--- src/rtl/int_ctl.sv ---
// ============================================================================
// Module      : int_ctl
// Description : Single-level interrupt controller. Synchronises and latches
//               irq, takes it at an instruction boundary, saves PC and C/Z,
//               redirects fetch to VEC_ADDR and supports RETI.
//               Optional macro INT_LOST_CNT_EN enables the dropped-request
//               counter on lost_cnt.
// Revision    : 1.0 - initial release
// ============================================================================
`default_nettype none

module int_ctl #(
    parameter logic [7:0] VEC_ADDR    = 8'hF0,
    parameter int         SYNC_STAGES = 2
) (
    input  logic       ck,
    input  logic       res,
    input  logic       ck2,
    input  logic       bound,
    input  logic [3:0] kind,
    input  logic [7:0] pc,
    input  logic       cc_c,
    input  logic       cc_z,
    input  logic       irq,
    output logic       int_take,
    output logic [7:0] vec_addr,
    output logic [7:0] int_pc,
    output logic       int_c,
    output logic       int_z,
    output logic       ie,
    output logic       in_svc,
    output logic       pend,
    output logic [3:0] lost_cnt
);

    localparam logic [3:0] C_KIND_RETI = 4'b1000;
    localparam logic [3:0] C_KIND_EI   = 4'b1001;
    localparam logic [3:0] C_KIND_DI   = 4'b1010;

    typedef enum logic [1:0] {
        S_IDLE    = 2'd0,
        S_ACCEPT  = 2'd1,
        S_SERVICE = 2'd2
    } state_t;

    state_t                 r_state;
    logic [SYNC_STAGES-1:0] r_sync;
    logic                   r_sync_prev;
    logic                   r_pend;
    logic                   r_ie;
    logic                   r_in_svc;
    logic                   r_int_take;
    logic [7:0]             r_vec_addr;
    logic [7:0]             r_int_pc;
    logic                   r_int_c;
    logic                   r_int_z;
    logic                   w_rise;
    logic                   w_accept;

    assign w_rise   = r_sync[SYNC_STAGES-1] & ~r_sync_prev;
    // A DI on the accept edge wins over the request.
    assign w_accept = (r_state == S_IDLE) & ~ck2 & r_pend & r_ie & bound
                      & (kind != C_KIND_DI);

    always_ff @(posedge ck) begin
        if (res) begin
            r_state     <= S_IDLE;
            r_sync      <= '0;
            r_sync_prev <= 1'b0;
            r_pend      <= 1'b0;
            r_ie        <= 1'b0;
            r_in_svc    <= 1'b0;
            r_int_take  <= 1'b0;
            r_vec_addr  <= 8'h00;
            r_int_pc    <= 8'h00;
            r_int_c     <= 1'b0;
            r_int_z     <= 1'b0;
        end else begin
            r_sync      <= {r_sync[SYNC_STAGES-2:0], irq};
            r_sync_prev <= r_sync[SYNC_STAGES-1];

            // A rise coinciding with the accept re-arms pend immediately.
            if (w_accept)
                r_pend <= w_rise;
            else if (w_rise)
                r_pend <= 1'b1;

            case (r_state)
                S_IDLE: begin
                    if (!ck2) begin
                        if (w_accept) begin
                            r_state    <= S_ACCEPT;
                            r_int_take <= 1'b1;
                            r_vec_addr <= VEC_ADDR;
                            r_int_pc   <= pc;
                            r_int_c    <= cc_c;
                            r_int_z    <= cc_z;
                            r_ie       <= 1'b0;
                        end else if (kind == C_KIND_EI) begin
                            r_ie <= 1'b1;
                        end else if (kind == C_KIND_DI) begin
                            r_ie <= 1'b0;
                        end
                    end
                end
                S_ACCEPT: begin
                    r_state    <= S_SERVICE;
                    r_int_take <= 1'b0;
                    r_vec_addr <= 8'h00;
                    r_in_svc   <= 1'b1;
                end
                S_SERVICE: begin
                    if (!ck2 && kind == C_KIND_RETI) begin
                        r_state  <= S_IDLE;
                        r_in_svc <= 1'b0;
                        r_ie     <= 1'b1;
                    end
                end
                default: begin
                    r_state <= S_IDLE;
                end
            endcase
        end
    end

`ifdef INT_LOST_CNT_EN
    logic [3:0] r_lost_cnt;

    always_ff @(posedge ck) begin
        if (res)
            r_lost_cnt <= 4'h0;
        else if (w_rise && r_pend && !w_accept && r_lost_cnt != 4'hF)
            r_lost_cnt <= r_lost_cnt + 4'h1;
    end

    assign lost_cnt = r_lost_cnt;
`else
    assign lost_cnt = 4'h0;
`endif

    assign int_take = r_int_take;
    assign vec_addr = r_vec_addr;
    assign int_pc   = r_int_pc;
    assign int_c    = r_int_c;
    assign int_z    = r_int_z;
    assign ie       = r_ie;
    assign in_svc   = r_in_svc;
    assign pend     = r_pend;

endmodule

`default_nettype wire

--- config.mk ---
export PLATFORM = sky130hd
export DESIGN_NAME = int_ctl
export DESIGN_NICKNAME = d
export VERILOG_FILES = /design/src/rtl/int_ctl.sv
export SDC_FILE = /design/constraint.sdc
export NUM_CORES = 1
export LEC_CHECK = 0
export BUFFER_PORTS_ARGS = -buffer_cell sky130_fd_sc_hd__buf_2
export CAP_MARGIN = 20
export CORE_MARGIN = 2
export CORE_UTILIZATION = 40
export DETAILED_ROUTE_END_ITERATION = 8
export MAX_ROUTING_LAYER = met4
export PLACE_DENSITY = 0.73
export SYNTH_ARGS = -nofsm -noshare
export SYNTH_HDL_FRONTEND = slang
export SYNTH_SLANG_ARGS = --single-unit
--- constraint.sdc ---
create_clock -name ck -period 1.1 [get_ports ck]
set_input_delay 0.22 -clock ck [delete_from_list [all_inputs] [get_ports ck]]
set_output_delay 0.22 -clock ck [all_outputs]
set_load 0.02 [all_outputs]
==> impl_metrics.toml <==
[grt]
grt_start_max_net_pins = 30
grt-ovfl-total = 0
grt_pass1_wl_um = 2790
grt_pass1_vias = 667
antenna_found_initial = 0
grt.total_usage_pct = 14.0

[clocking]
cts_sinks = 19
root_buffer = "clkbuf_4"
cts_made_buffers = 3
cts.path.max_buffers = 2
cts_tree = "yes"
cts.clk_slew.worst_paths_ns = 0.10
clock_latency_ns = 0.29
h-tree-depth = 1

[logic_synthesis]
postSynthCellCount = 96
netlist_area_um2 = 955
synth_most_common_cell = "nand2b_1"
synth_edf_count = 0
ys_top_cells_by_area = "dfxtp_1 (40%), nand2b_1 (15%), mux2i_1 (10%)"
synthTopCellsByCount = "nand2b_1 (23), dfxtp_1 (19), buf_4 (12)"
synth_cell_types = 25
yosys_warnings = 0
yosys_register_bits = 19
yosysTopAreaCellShare_pct = 39.8
syn_avg_cell_area_um2 = 9.94
ys_seq_area_share_pct = 39.8
yosysTopAreaCell = "dfxtp_1"
ys.flop_type = "dfxtp_1"
synthArstFlopShare_pct = 0

[worst_setup_path]
r2r-end = "vec_addr[6]$_SDFFE_PP0P_"
rr_startpoint = "pend$_SDFFE_PP0P_"
endpoint_kind = "flip-flop"
crit_start = "pend$_SDFFE_PP0P_"
reg2reg_depth = 5
path_class = "reg -> reg"
crit_arrival_ns = 1.47
cp_max_fo = 7
critPathRequiredTime_ns = 1.34
start_kind = "flip-flop"
r2r_setup_slack_ns = -0.13

[die]
placementRows = 17
die-area_um2 = 2790
coreArea_um2 = 2230
dieHeight_um = 52.9
die_w_um = 52.9
io_pins = 45
initial_utilization_pct = 42.7

[timing]
tns_ns = -1.32
hold_viol_final = 0
rsz0062_at_grt = "yes"
min_period_ns = 1.23
worst_slack_ns = -0.128
max_freq_mhz = 815
maxSlewViolCount = 0
skew_ns = 0.000617
fin_crit_sh_pct = 112
setup_viol = 16

[route]
drt_iter0_markers = 9
vias = 773
drc = 0
via_per_inst = 4.63
dr.pass1.iters = 4
wl_um = 1830
wire_per_inst_um = 10.9
drtAntennaViolNets = 0

[final_layout]
fillerInstances = 228
finalNetCount = 159
fin_cells = 167
drive_above_1_share_pct = 43.9
synthToLayoutAreaGrowth_pct = 32.0
diodes = 0

[hold_path]
hold_end = "r_sync[0]$_SDFF_PP0_"
min_path_type = "in -> reg"
holdPathStages = 2
min_from = "irq"

[placement]
portBuffers = 36
routabilityCongestion = 0.839
dp.cells = 162
dp_hpwl_um = 1370

[power]
p_leak_nw = 0.593
ir_drop_mv = 0.661
power_density_nw_per_um2 = 950

[status]
status = "finished, violations left"
violations = "negative setup slack"

[flow_run]
max-cap-violations = 0
==> final cells by class <==
type                    count  area (µm²)  share of cell area, %
repair buffers             48         298                   23.6
multi-input cells          66         500                   39.7
flip-flops and latches     19         393                   31.2
clock buffers               4        26.3                   2.09
well taps                  28        35.0                   2.78
inverters                   2        7.51                  0.596
==> sequential cells by signal, summed over array words and instances, names as in the netlist <==
signal	cells
r_sync	2
pend	1
r_state	2
int_pc	8
in_svc	1
int_c	1
vec_addr	1
r_sync_prev	1
ie	1
int_z	1
==> worst max-delay path by stage <==
stage / cells after the start / end
after floorplan: 4 / int_c$_SDFFE_PP0P_
after global placement: 5 / int_pc[3]$_SDFFE_PP0P_
after detailed placement: 5 / int_pc[2]$_SDFFE_PP0P_
after CTS: 4 / int_pc[2]$_SDFFE_PP0P_
after global routing: 4 / int_pc[2]$_SDFFE_PP0P_
final: 5 / vec_addr[6]$_SDFFE_PP0P_
==> layer usage <==
layer,vias to the layer above,part of all wire [%],global-route usage [%]
met2,34,52,23.3
met5,-,0,-
met3,6,6.1,3.39
li1,386,-,-
met1,347,39,15.6
met4,0,2.1,6.84
==> placed cells by master, fill, tap and decap left out, types with 2 or more instances in the layout <==
cell	instances
buf_2	31
buf_4	13
buf_6	4
clkbuf_4	3
conb_1	8
dfxtp_1	15
dfxtp_4	3
inv_1	2
mux2i_1	10
nand2b_1	23
nor2_1	3
nor2b_1	5
==> cells by family after synthesis <==
group | synth area share (%)
buffers and inverters | 12.6
other | 0.393
AO/OA/AOI/OAI | 8.13
AND/OR/NAND/NOR | 27.7
flip-flops | 39.8
multiplexers | 10.5
XOR/XNOR | 0.918
==> power by group <==
group | switching, mW | internal, mW | total, mW
Sequential | 0.00433 | 0.691 | 0.695
Combinational | 0.0796 | 0.0759 | 0.156
Clock | 0.206 | 0.141 | 0.347
==> critical path: stages (launching register included) <==
cell      delay, ns
dfxtp_4        0.37
nand4b_4       0.12
nor4b_4        0.29
buf_6          0.18
buf_4          0.11
o21ba_4        0.11
==> what timing repair did <==
item	4_1_cts	5_1_grt
setup endpoints to repair	21	20
cloned	0	0
resized for setup	5	11
pin swaps	0	2
hold buffers	0	0
buffers inserted	0	1
==> through the flow <==
stage	setup slack (ns)	hold slack, ns	area [µm²]	util [%]	total power [mW]
2_1_floorplan	-0.140	0.348	988	-	0.815
3_3_place_gp	-0.105	0.437	1170	52.5	0.856
3_5_place_dp	-0.122	0.436	1170	52.5	0.861
4_1_cts	-0.104	0.117	1210	54.3	1.22
5_1_grt	-0.223	0.116	1260	56.4	1.26
6_report	-0.128	0.130	1260	56.4	1.20
Power figures use the tool's default switching activity.
